--- config.mk ---
export PLATFORM = sky130hd
export DESIGN_NAME = gcd
export DESIGN_NICKNAME = d
export VERILOG_FILES = /design/src/rtl/gcd.sv
export SDC_FILE = /design/constraint.sdc
export NUM_CORES = 1
export LEC_CHECK = 0
export ABC_AREA = 1
export CAP_MARGIN = 20
export CORE_AREA = 4 4 71 73
export CTS_BUF_LIST = sky130_fd_sc_hd__clkbuf_4 sky130_fd_sc_hd__clkbuf_8 sky130_fd_sc_hd__clkbuf_16
export CTS_CLUSTER_SIZE = 30
export DETAILED_ROUTE_END_ITERATION = 6
export DIE_AREA = 0 0 75 77
export GPL_ROUTABILITY_DRIVEN = 0
export GPL_TIMING_DRIVEN = 0
export PLACE_DENSITY = 0.74
export SETUP_SLACK_MARGIN = 0.2
export SYNTH_ARGS = -nofsm -noshare
export SYNTH_HDL_FRONTEND = slang
export SYNTH_SLANG_ARGS = --single-unit
export TNS_END_PERCENT = 5
--- constraint.sdc ---
create_clock -name CLK -period 2.6 [get_ports CLK]
set_input_delay 0.39 -clock CLK [delete_from_list [all_inputs] [get_ports CLK]]
set_output_delay 0.39 -clock CLK [all_outputs]
set_load 0.02 [all_outputs]
--- src/rtl/gcd.sv ---
// Subtractive-Euclid GCD engine: one subtraction per clock, START/DONE handshake.
// DONE pulses after edge k+N+2 (N subtractions), or k+1 when an operand is zero.
module gcd #(
  parameter int WIDTH = 8
) (
  input  logic             CLK,
  input  logic             RST_N,
  input  logic             START,
  input  logic [WIDTH-1:0] A,
  input  logic [WIDTH-1:0] B,
  output logic [WIDTH-1:0] Y,
  output logic             DONE,
  output logic             ERROR
);

  typedef enum logic [1:0] {IDLE, CALC, FIN} state_t;

  state_t           r_state, w_state_nxt;
  logic [WIDTH-1:0] r_x, w_x_nxt;
  logic [WIDTH-1:0] r_z, w_z_nxt;
  logic [WIDTH-1:0] r_y, w_y_nxt;
  logic             r_done, w_done_nxt;
  logic             r_err, w_err_nxt;
  logic             r_err_pend, w_err_pend_nxt;

  always_ff @(posedge CLK) begin
    if (!RST_N) begin
      r_state    <= IDLE;
      r_x        <= '0;
      r_z        <= '0;
      r_y        <= '0;
      r_done     <= 1'b0;
      r_err      <= 1'b0;
      r_err_pend <= 1'b0;
    end else begin
      r_state    <= w_state_nxt;
      r_x        <= w_x_nxt;
      r_z        <= w_z_nxt;
      r_y        <= w_y_nxt;
      r_done     <= w_done_nxt;
      r_err      <= w_err_nxt;
      r_err_pend <= w_err_pend_nxt;
    end
  end

  always_comb begin
    w_state_nxt    = r_state;
    w_x_nxt        = r_x;
    w_z_nxt        = r_z;
    w_y_nxt        = r_y;
    w_done_nxt     = 1'b0;
    w_err_nxt      = r_err;
    w_err_pend_nxt = r_err_pend;
    case (r_state)
      IDLE: begin
        if (START) begin
          w_x_nxt        = A;
          w_z_nxt        = B;
          w_y_nxt        = '0;
          w_err_nxt      = 1'b0;
          w_err_pend_nxt = (A == '0) || (B == '0);
          w_state_nxt    = ((A == '0) || (B == '0)) ? FIN : CALC;
        end
      end
      CALC: begin
        // Larger operand is always the minuend, so no underflow.
        if (r_x == r_z) begin
          w_y_nxt     = r_x;
          w_state_nxt = FIN;
        end else if (r_x > r_z) begin
          w_x_nxt = r_x - r_z;
        end else begin
          w_z_nxt = r_z - r_x;
        end
      end
      FIN: begin
        w_done_nxt  = 1'b1;
        w_state_nxt = IDLE;
        if (r_err_pend) begin
          w_err_nxt = 1'b1;
          w_y_nxt   = '0;
        end
      end
      default: w_state_nxt = IDLE;
    endcase
  end

  assign Y     = r_y;
  assign DONE  = r_done;
  assign ERROR = r_err;

endmodule

==> impl_metrics.tcl, run 1 <==
set metrics [dict create \
    place_hpwl_um 4150 \
    hold_viol 0 \
    fin_ws_ps 476 \
    p_per_area_nw_per_um2 866 \
    status "finished clean" \
    synth_compound_area_share_pct 10.6 \
    maxSlewViolCount 0 \
    synth_xor_area_share_pct 0 \
    ctsHoldBuffers 0 \
    power.share.switching_pct 47.8 \
    clk_pin_slew_worst_paths_ps 70 \
    final_cell_area_sq_um 2570 \
    die_w_um 75 \
    ant_nets 0 \
    post_layout_nonfiller_instances 432 \
    p_clk_share_pct 17.1 \
    setup_viol_count_final 0 \
    wl_um 5270 \
    diodes 0 \
    synthDistinctLibCells 26 \
    synthToLayoutAreaGrowth_pct 20.2 \
    synth_cells 344 \
    ys_warn_count 0 \
    fin_hold_ws_ps 467 \
    grt_overflow 0 \
    leakage_nw 1.26 \
    place_area_sq_um 2480 \
    maxCapViolations 0 \
    cts_resized 0 \
    worstReg2RegEnd "r_z[1]$_SDFFE_PN0P_" \
    dp_cells 424 \
    grt_max_degree 11 \
    grt_pass1_wl_um 9150 \
    synth.avg_cell_area_sq_um 6.22 \
    synth_fp_nets 380 \
    ys_seq_elements 29 \
    vdd_drop_max_uv 419 \
    core_area_sq_um 4350 \
    cts_tree "yes" \
    dieHeight_um 77 \
    io-pin-count 29 \
    final_layout_size_suffix_gt1_share_pct 9.47 \
    cts.htree.levels 2 \
    cp.arrival_ps 2310 \
    synthesis.area_sq_um 2140 \
    clockBufferDepth 2 \
    max_slew_margin_pct 68.9 \
    postCtsSetupRepairBufs 0 \
    p_comb_share_pct 56.6 \
    clk_latency_ps 290 \
    period_share_pct 81.7 \
    rr_startpoint "r_x[0]$_SDFFE_PN0P_" \
    drc 0 \
    initial_utilization_pct 49.1 \
    crit_required_ps 2790 \
    power_frac_seq_pct 26.3 \
    final_cell_mix "98 x nand2_1, 52 x inv_1, 47 x nor2_1, 29 x dfxtp_1, 28 x clkdlybuf4s50_1" \
    ys_seq_area_share_pct 27.1 \
    drt-initial-drc-count 109 \
    first_pass_iters 4 \
    final_common_cell "nand2_1" \
    fp-row-count 24 \
    startpoint "r_x[0]$_SDFFE_PN0P_" \
    synth_fa_ha_area_share_pct 10.6 \
    finalCriticalPeriod_ps 2120 \
    port_buffers 28 \
    vias 2175 \
    power_mw 2.23 \
    p_int_mw 1.16 \
    tightest_slew_ps 463 \
    hold_path_class "flop to flop" \
    rrSetupSlack_ps 480 \
    rsz0062_at_grt "false" \
    pre_cts_slack_ps 509 \
    track_usage_pct 20.4 \
    antenna_found_initial 0 \
    grt_pass1_vias 2024 \
    synth_top_family_by_area "simple AND/OR/NAND/NOR gates" \
    cts_made_buffers 5 \
    cp-endpoint "r_z[1]$_SDFFE_PN0P_" \
    clockRootBuffer "clkbuf_8" \
    drt-vias-per-instance 5.03 \
    muxShareOfSynthArea_pct 0 \
    nets 415 \
    routedWlPerCell_um 12.2 \
    reg2regPathDepth 11 \
    die-area_sq_um 5780 \
    fmax_mhz 471 \
    path_max_fanout 7 \
    fin_util_pct 59.1 \
    tns_ps 0 \
    crit_path_end_kind "flop" \
    synth_simple_gate_area_share_pct 38.8 \
    cts_sinks 29 \
    crit_type "flop to flop" \
    start_kind "flop" \
    switching_power_mw 1.06 \
    skew_ps 2.72 \
]
## critical path, stage by stage, from the launching register on
cell and delay (ps):
dfxtp_1 410, inv_1 70, ha_1 230, fa_1 360
inv_1 120, nand3_1 100, nand2_1 110, nand2_2 70
nand3_2 140, nand2_2 130, o21ai_0 200, nor2_1 60
## cells by family after synthesis
family	Yosys count
and+or+nand+nor	193
AOI/OAI and AO/OA	41
buffers and inverters	64
adders and majority gates	17
DFF	29
## cell type report
cell class                      instances  area (sq um)
Clock inverter                          3          17.5
Multi-Input combinational cell        251          1280
Inverter                               54           203
Clock buffer                            5          68.8
Fill cell                             434          1780
Buffer                                 10          71.3
Tap cell                               52          65.1
Timing Repair Buffer                   28           280
Sequential cell                        29           581
## synthesized netlist by cell type (all sizes together)
master	count	area [sq um]
clkbuf	3	11.3
fa	2	40.0
nand3	27	140
nand4	2	12.5
nor3	1	5.00
nor2	50	205
nand2	107	429
ha	15	188
a21oi	21	120
nor4	4	25.0
dfxtp	29	581
buf	7	60.1
inv	54	203
o21ai	20	108
or2	2	12.5
## power by group through the flow
stage	combinational [mW]	sequential, mW	clock, mW
detailed placement	1.24	0.595	0
floorplan	0.978	0.579	0
finish	1.26	0.585	0.381
global placement	1.21	0.595	0
CTS	1.25	0.585	0.385
global route	1.44	0.598	0.414
## layer usage
metal  track usage [%]  part of all wire, %  wire length [um]
met1              27.4                   46              2400
met5                 0                    0                 0
met4              5.34                  1.3                67
met3              4.31                  5.3               281
met2              32.8                   48              2520
## state kept, by name (all words and copies together), names as in the netlist
signal and cells:
Y 8, ERROR 1, r_state 2, r_z 8, r_x 8, r_err_pend 1, DONE 1
## how the worst min path moves through the flow
stage                                       start           endpoint  slack [ps]  cells after the start
after global placement          Y[2]$_SDFFE_PN0P_  Y[2]$_SDFFE_PN0P_         450                      2
after floorplan           r_state[0]$_SDFFE_PN0P_    DONE$_SDFF_PN0_         460                      1
final                           Y[1]$_SDFFE_PN0P_  Y[1]$_SDFFE_PN0P_         470                      2
after detailed placement        Y[2]$_SDFFE_PN0P_  Y[2]$_SDFFE_PN0P_         460                      2
after global routing            Y[6]$_SDFFE_PN0P_  Y[6]$_SDFFE_PN0P_         490                      2
after CTS                       Y[2]$_SDFFE_PN0P_  Y[2]$_SDFFE_PN0P_         470                      2
Power figures use the tool's default switching activity.
==> run 2: changes to the inputs <==
clock period = 2.05 ns   (was 2.6 ns; I/O delays follow)
==> impl_metrics.tcl, run 2 (synthesis gave the netlist of run 1 again) <==
set metrics [dict create \
    ant_nets 0 \
    antenna_found_initial 0 \
    cts.htree.levels 2 \
    rsz0062_at_grt "true" \
    track_usage_pct 21.0 \
    finalCriticalPeriod_ps 1880 \
    drc 0 \
    place_hpwl_um 4150 \
    drt-initial-drc-count 139 \
    cts_tree "yes" \
    final_common_cell "nand2_1" \
    grt_pass1_wl_um 9380 \
    setup_viol_count_final 0 \
    crit_path_end_kind "flop" \
    fin_hold_ws_ps 466 \
    final_cell_mix "97 x nand2_1, 50 x inv_1, 45 x nor2_1, 28 x clkdlybuf4s50_1, 25 x nand3_1" \
    vias 2194 \
    final_layout_size_suffix_gt1_share_pct 16.1 \
    tightest_slew_ps 480 \
    synthToLayoutAreaGrowth_pct 26.3 \
    port_buffers 28 \
    grt_overflow 0 \
    maxSlewViolCount 0 \
    initial_utilization_pct 49.1 \
    status "finished clean" \
    crit_type "flop to flop" \
    diodes 0 \
    dieHeight_um 77 \
    maxCapViolations 0 \
    hold_path_class "flop to flop" \
    vdd_drop_max_uv 528 \
    final_cell_area_sq_um 2700 \
    cts_sinks 29 \
    cp.arrival_ps 2070 \
    clockRootBuffer "clkbuf_8" \
    p_clk_share_pct 16.1 \
    pre_cts_slack_ps -40.8 \
    max_slew_margin_pct 67.7 \
    switching_power_mw 1.43 \
    place_area_sq_um 2480 \
    drt-vias-per-instance 5.01 \
    start_kind "flop" \
    cts_made_buffers 5 \
    skew_ps 3.22 \
    grt_pass1_vias 2066 \
    p_comb_share_pct 58.9 \
    clk_pin_slew_worst_paths_ps 70 \
    fp-row-count 24 \
    clk_latency_ps 290 \
    io-pin-count 29 \
    p_per_area_nw_per_um2 1110 \
    die_w_um 75 \
    clockBufferDepth 2 \
    grt_max_degree 11 \
    nFillCells 414 \
    fmax_mhz 533 \
    leakage_nw 1.31 \
    first_pass_iters 4 \
    wl_um 5490 \
    die-area_sq_um 5780 \
    fin_ws_ps 173 \
    p_int_mw 1.57 \
    fin_util_pct 62.0 \
    power.share.switching_pct 47.7 \
    hold_viol 0 \
    power_frac_seq_pct 25.0 \
    routedWlPerCell_um 12.5 \
    period_share_pct 91.6 \
    path_max_fanout 9 \
    crit_required_ps 2240 \
    nets 421 \
    core_area_sq_um 4350 \
]
-- run 2: power groups by stage --
stage / Sequential, mW / Clock [mW] / Combinational [mW]
2_1_floorplan: 0.735 / 0 / 1.24
3_3_place_gp: 0.754 / 0 / 1.54
3_5_place_dp: 0.754 / 0 / 1.57
4_1_cts: 0.747 / 0.488 / 1.69
5_1_grt: 0.766 / 0.525 / 1.99
6_report: 0.750 / 0.483 / 1.77
-- run 2: final timing paths --
path / endpoint / startpoint / depth (start not counted) / slack [ps]
setup / recovery: r_z[7]$_SDFFE_PN0P_ / r_x[3]$_SDFFE_PN0P_ / 11 / 170
hold / removal: Y[1]$_SDFFE_PN0P_ / Y[1]$_SDFFE_PN0P_ / 2 / 470
setup reg to reg: r_z[7]$_SDFFE_PN0P_ / r_x[3]$_SDFFE_PN0P_ / 11 / 170
hold reg to reg: Y[1]$_SDFFE_PN0P_ / Y[1]$_SDFFE_PN0P_ / 2 / 470
-- run 2: metrics by stage --
stage                     power, mW  cells  TNS [ps]
after floorplan                1.97    344         0
after global placement         2.29    424     -16.8
after detailed placement       2.32    424      -175
after CTS                      2.92    438         0
after global routing           3.28    438         0
final                          3.00    438         0
-- run 2: repair_timing --
action                     4_1_cts  5_1_grt
resized for setup               16       12
hold buffers                     0        0
buffers inserted                 5        0
cloned                           1        0
pin swaps                        3        3
setup endpoints to repair       24       24
-- run 2: final cells by class --
class	count	area, sq um	share of cell area, %
multi-input cells	251	1350	50.1
clock buffers	5	68.8	2.55
flip-flops and latches	29	597	22.1
clock inverters	3	17.5	0.648
plain buffers	10	71.3	2.64
inverters	54	203	7.50
well taps	52	65.1	2.41
repair buffers	34	325	12.0
-- run 2: worst max-delay path, stage by stage, from the launching register on --
cell and delay (ps):
dfxtp_4 370, inv_1 40, ha_1 290, buf_6 140
nand2_1 70, nor2_2 50, a21oi_4 260, nand3_4 130
nand2_4 120, nand2_1 110, nor2_1 140, nor2_1 50
-- run 2: routing by layer --
layer	share of wire (%)	vias to the layer above	global-route usage [%]
li1	-	1155	-
met1	45	978	27.3
met2	49	52	34.6
met3	4.7	9	4.31
met4	1.7	0	6.05
met5	0	-	0
==> variant 1 (config.mk and constraints of run 2) <==
Encoding of `state_t`: now one-hot (3 bits for 3 states).
--- a/src/rtl/gcd.sv
+++ b/src/rtl/gcd.sv
@@ -13,7 +13,7 @@
   output logic             ERROR
 );
 
-  typedef enum logic [1:0] {IDLE, CALC, FIN} state_t;
+  typedef enum logic [2:0] {IDLE = 3'b001, CALC = 3'b010, FIN = 3'b100} state_t;
 
   state_t           r_state, w_state_nxt;
   logic [WIDTH-1:0] r_x, w_x_nxt;
Behaviour: same outputs for any inputs over 4 cycles, from zero or initial values and one cycle with RST_N low; so few cycles prove little.
==> variant 1 against run 2 <==
- wire length up 25%
- clock power is 4.3% lower
- synthesized cell count fell by 1.2%
- largest power group unchanged
- non-clock buffer count up 9
- synthesized area up 2.6%
- power down 8.5%
- final area rose by 15%
- setup slack got worse by 0.015 ns
- largest cell class unchanged
- sequential cell count up 1
==> variant 1: results <==
{
  "power.static_leakage_uw": 0.00138,
  "synthesis.nets": 376,
  "nets": 430,
  "wl_per_cell_um": 15.4,
  "setup.worst_path.start": "r_x[1]$_SDFFE_PN0P_",
  "grt_max_degree": 11,
  "synth_cells": 340,
  "grt_use_total_pct": 22.2,
  "worst_slew_pin_slew_ns": 0.677,
  "final_cells": 446,
  "cts_buffers": 5,
  "insertion_delay_ns": 0.29,
  "fin_worst_skew_ns": 0.00583,
  "worstHoldStart": "ERROR$_SDFFE_PN0P_",
  "dr.first_iter.drc_count": 135,
  "dr.pass1.iters": 4,
  "clk_transition_reported_paths_ns": 0.06,
  "grt_pass1_vias": 2200,
  "portBuffers": 28,
  "cts-root-buf": "clkbuf_8",
  "antenna_found_initial": 0,
  "place_area_um2": 2540,
  "crit_fanout": 8,
  "setup_viol": 0,
  "ys_warn_count": 0,
  "rr_startpoint": "r_x[1]$_SDFFE_PN0P_",
  "grt_pass1_wl_um": 9890,
  "netlist_top_cells_area": "dfxtp_1, nand2_1, ha_1",
  "status": "finished clean",
  "n_antenna_cell": 0,
  "drive_above_1_share_pct": 28.7,
  "hpwl_um": 4520,
  "hold_class": "reg2reg",
  "synth_cell_types": 32,
  "async_reset_ff_share_pct": 0,
  "dp.cells": 420,
  "clockBufferDepth": 2,
  "arrival_ns": 2.11,
  "synthFlopType": "dfxtp_1",
  "cts_htree_levels": 2,
  "routed_via_density": 5.42,
  "ys_seq_area_share_pct": 27.4,
  "ir_drop_v": 0.000508,
  "synth_commonest_cells": "nand2_1, inv_1, dfxtp_1",
  "final.fill_count": 348
}
[variant 1: final timing paths]
path | cells after the start | end | slack, ns
min reg2reg | 2 | ERROR$_SDFFE_PN0P_ | 0.46
max | 10 | Y[7]$_SDFFE_PN0P_ | 0.16
min | 2 | ERROR$_SDFFE_PN0P_ | 0.46
max reg2reg | 10 | Y[7]$_SDFFE_PN0P_ | 0.16
[variant 1: cell type report]
type | instances | area share, %
timing repair buffer | 45 | 14.0
multi-input combinational | 252 | 52.4
buffer | 8 | 1.81
sequential | 30 | 20.1
clock buffer | 5 | 2.21
tap | 52 | 2.09
clock inverter | 2 | 0.322
inverter | 52 | 7.00
[variant 1: kinds of logic after synthesis]
family	after synthesis	share of synthesized area [%]
and+or+nand+nor	194	40.1
buffers and inverters	60	10.9
DFF	30	27.4
adders and majority gates	17	10.4
AOI/OAI and AO/OA	38	10.8
xor gates and xnor gates	1	0.399
[variant 1: layer usage]
layer	vias up	global-route usage, %	wire length, µm
li1	1188	-	-
met1	1108	27.7	2760
met2	92	36.2	3400
met3	28	4.58	439
met4	0	8.90	274
met5	-	0	0
[variant 1: stage by stage]
| step | power [µW] | setup slack (ns) | utilization [%] |
|---|---|---|---|
| after global placement | 1740 | -0.115 | 58.4 |
| after detailed placement | 1760 | -0.180 | 58.4 |
| after CTS | 2360 | 0.134 | 63.3 |
| after global routing | 2940 | 0.0594 | 71.5 |
| after floorplan | 1500 | 0.208 | - |
| final | 2740 | 0.158 | 71.5 |
[variant 1: critical path, cell delays in order (launching register included)]
cell	delay (ns)
dfxtp_4	0.39
inv_1	0.08
ha_1	0.35
nand2_2	0.08
nor2_1	0.15
nand2_2	0.15
nand2_4	0.13
nand3_4	0.14
inv_8	0.13
nand3_2	0.08
a21oi_2	0.13
[variant 1: where the power goes]
| part | internal (µW) | switching, µW |
|---|---|---|
| clock network | 227 | 234 |
| logic | 630 | 923 |
| registers | 651 | 76.8 |
[variant 1: repair_timing]
| action | in CTS | in global routing |
|---|---|---|
| buffers inserted | 5 | 10 |
| pin swaps | 6 | 26 |
| gates cloned | 1 | 3 |
| resized for setup | 37 | 58 |
| setup endpoints to repair | 24 | 24 |
==> variant 2 (flow settings as in run 2) <==
Made on the original files. The parameter `WIDTH` goes from 8 to 6.
--- a/src/rtl/gcd.sv
+++ b/src/rtl/gcd.sv
@@ -1,7 +1,7 @@
 // Subtractive-Euclid GCD engine: one subtraction per clock, START/DONE handshake.
 // DONE pulses after edge k+N+2 (N subtractions), or k+1 when an operand is zero.
 module gcd #(
-  parameter int WIDTH = 8
+  parameter int WIDTH = 6
 ) (
   input  logic             CLK,
   input  logic             RST_N,
Interface: changed (resized A, B and Y); port bits go from 29 to 23. No check against the original RTL was run, so the function may have changed too.
==> variant 2 against run 2 <==
- wire length shrank 26%
- cell count shrank 28%
- via count down 30%
- synthesized cell count shrank 34%
- synthesized area fell by 27%
- clock skew increased by 0.0031 ns
- final area decreased by 24%
- setup slack worse by 0.0024 ns
- sequential cell count decreased by 6
- sequential power fell by 11%
- hold slack got worse by 0.0030 ns
- critical path depth up 2
- power down 9.6%
- critical path type unchanged
- critical endpoint is now r_z[4]$_SDFFE_PN0P_
==> variant 2: results <==
{
  "ys_seq_area_share_pct": 29.6,
  "crit_fanout": 6,
  "dp.cells": 301,
  "insertion_delay_ns": 0.28,
  "wl_per_cell_um": 12.9,
  "synth_commonest_cells": "nand2_1, inv_1, nor2_1",
  "clk_transition_reported_paths_ns": 0.09,
  "final.fill_count": 422,
  "crit_path_top_delay_cell": "fa_2",
  "async_reset_ff_share_pct": 0,
  "netlist_top_cells_area": "dfxtp_1, nand2_1, ha_1",
  "hold_class": "reg2reg",
  "cts_resized": 5,
  "critPathMaxStageDelay_ns": 0.40,
  "fmax_ghz": 0.532,
  "rr_endpoint": "r_z[4]$_SDFFE_PN0P_",
  "power_sequential_uw": 670,
  "portBuffers": 22,
  "cts_buffers": 3,
  "crit_type": "reg2reg",
  "power.static_leakage_uw": 0.000924,
  "nets": 291,
  "status": "finished clean",
  "rr_startpoint": "r_z[0]$_SDFFE_PN0P_",
  "hpwl_um": 2860,
  "ctsHoldBuffers": 0,
  "reg2reg_depth": 13,
  "ys_warn_count": 0,
  "fin_worst_skew_ns": 0.00633,
  "dr.pass1.iters": 4,
  "grt_pass1_wl_um": 6560,
  "synth_cell_types": 29,
  "routed_via_density": 4.87,
  "cts-root-buf": "clkbuf_8",
  "max_slew_margin_pct": 73.4,
  "clockBufferDepth": 2,
  "dr.first_iter.drc_count": 89,
  "cts_htree_levels": 1,
  "vias": 1529,
  "dp_slack_ns": 0.0921,
  "pwr-share-seq_pct": 24.7,
  "critPathTopFamily": "adder cells",
  "r2r_setup_slack_ns": 0.17,
  "postCtsSetupRepairBufs": 1,
  "synthesis.nets": 255,
  "drive_above_1_share_pct": 22.1,
  "grt_max_degree": 14,
  "place_area_um2": 1840,
  "synth_cells": 227,
  "ir_drop_v": 0.000611,
  "antenna_found_initial": 0,
  "arrival_ns": 2.05,
  "n_antenna_cell": 0,
  "grt_use_total_pct": 14.3,
  "p_int_uw": 1430,
  "pg_clk_uw": 298
}
variant 2: cell families after synthesis:
| group | Yosys count | synth area share [%] |
|---|---|---|
| simple gates | 95 | 27.2 |
| compound gates | 52 | 19.4 |
| xor+xnor | 2 | 1.13 |
| fa+ha+maj | 13 | 11.4 |
| flops | 23 | 29.6 |
| buf+inv | 42 | 11.3 |
variant 2: worst min-delay path by stage:
stage,start,to,slack [ns],cells after the start
6_report,r_z[5]$_SDFFE_PN0P_,r_z[5]$_SDFFE_PN0P_,0.46,2
5_1_grt,r_z[5]$_SDFFE_PN0P_,r_z[5]$_SDFFE_PN0P_,0.49,2
4_1_cts,r_z[5]$_SDFFE_PN0P_,r_z[5]$_SDFFE_PN0P_,0.48,2
3_5_place_dp,r_z[5]$_SDFFE_PN0P_,r_z[5]$_SDFFE_PN0P_,0.46,2
3_3_place_gp,r_z[5]$_SDFFE_PN0P_,r_z[5]$_SDFFE_PN0P_,0.46,2
2_1_floorplan,r_z[5]$_SDFFE_PN0P_,r_z[5]$_SDFFE_PN0P_,0.45,2
variant 2: cell type report:
type	count	area [µm²]	area share [%]
Multi-Input combinational cell	162	991	48.2
Sequential cell	23	472	22.9
Timing Repair Buffer	31	295	14.4
Inverter	35	134	6.51
Tap cell	52	65.1	3.16
Buffer	7	52.6	2.56
Clock buffer	3	41.3	2.01
Clock inverter	1	5.00	0.243
variant 2: routing by layer:
metal | up-vias | track usage (%) | part of all wire, %
met3 | 5 | 2.48 | 4.1
li1 | 797 | - | -
met4 | 0 | 5.34 | 1.4
met2 | 37 | 22.3 | 47
met5 | - | 0 | 0
met1 | 690 | 19.5 | 48
variant 2: worst register-to-register path: cells and delay by family, from the launching register on:
family	cells	cell delay [ns]
buffers and inverters	4	0.37
DFF	1	0.39
and+or+nand+nor	7	0.44
adders and majority gates	2	0.57
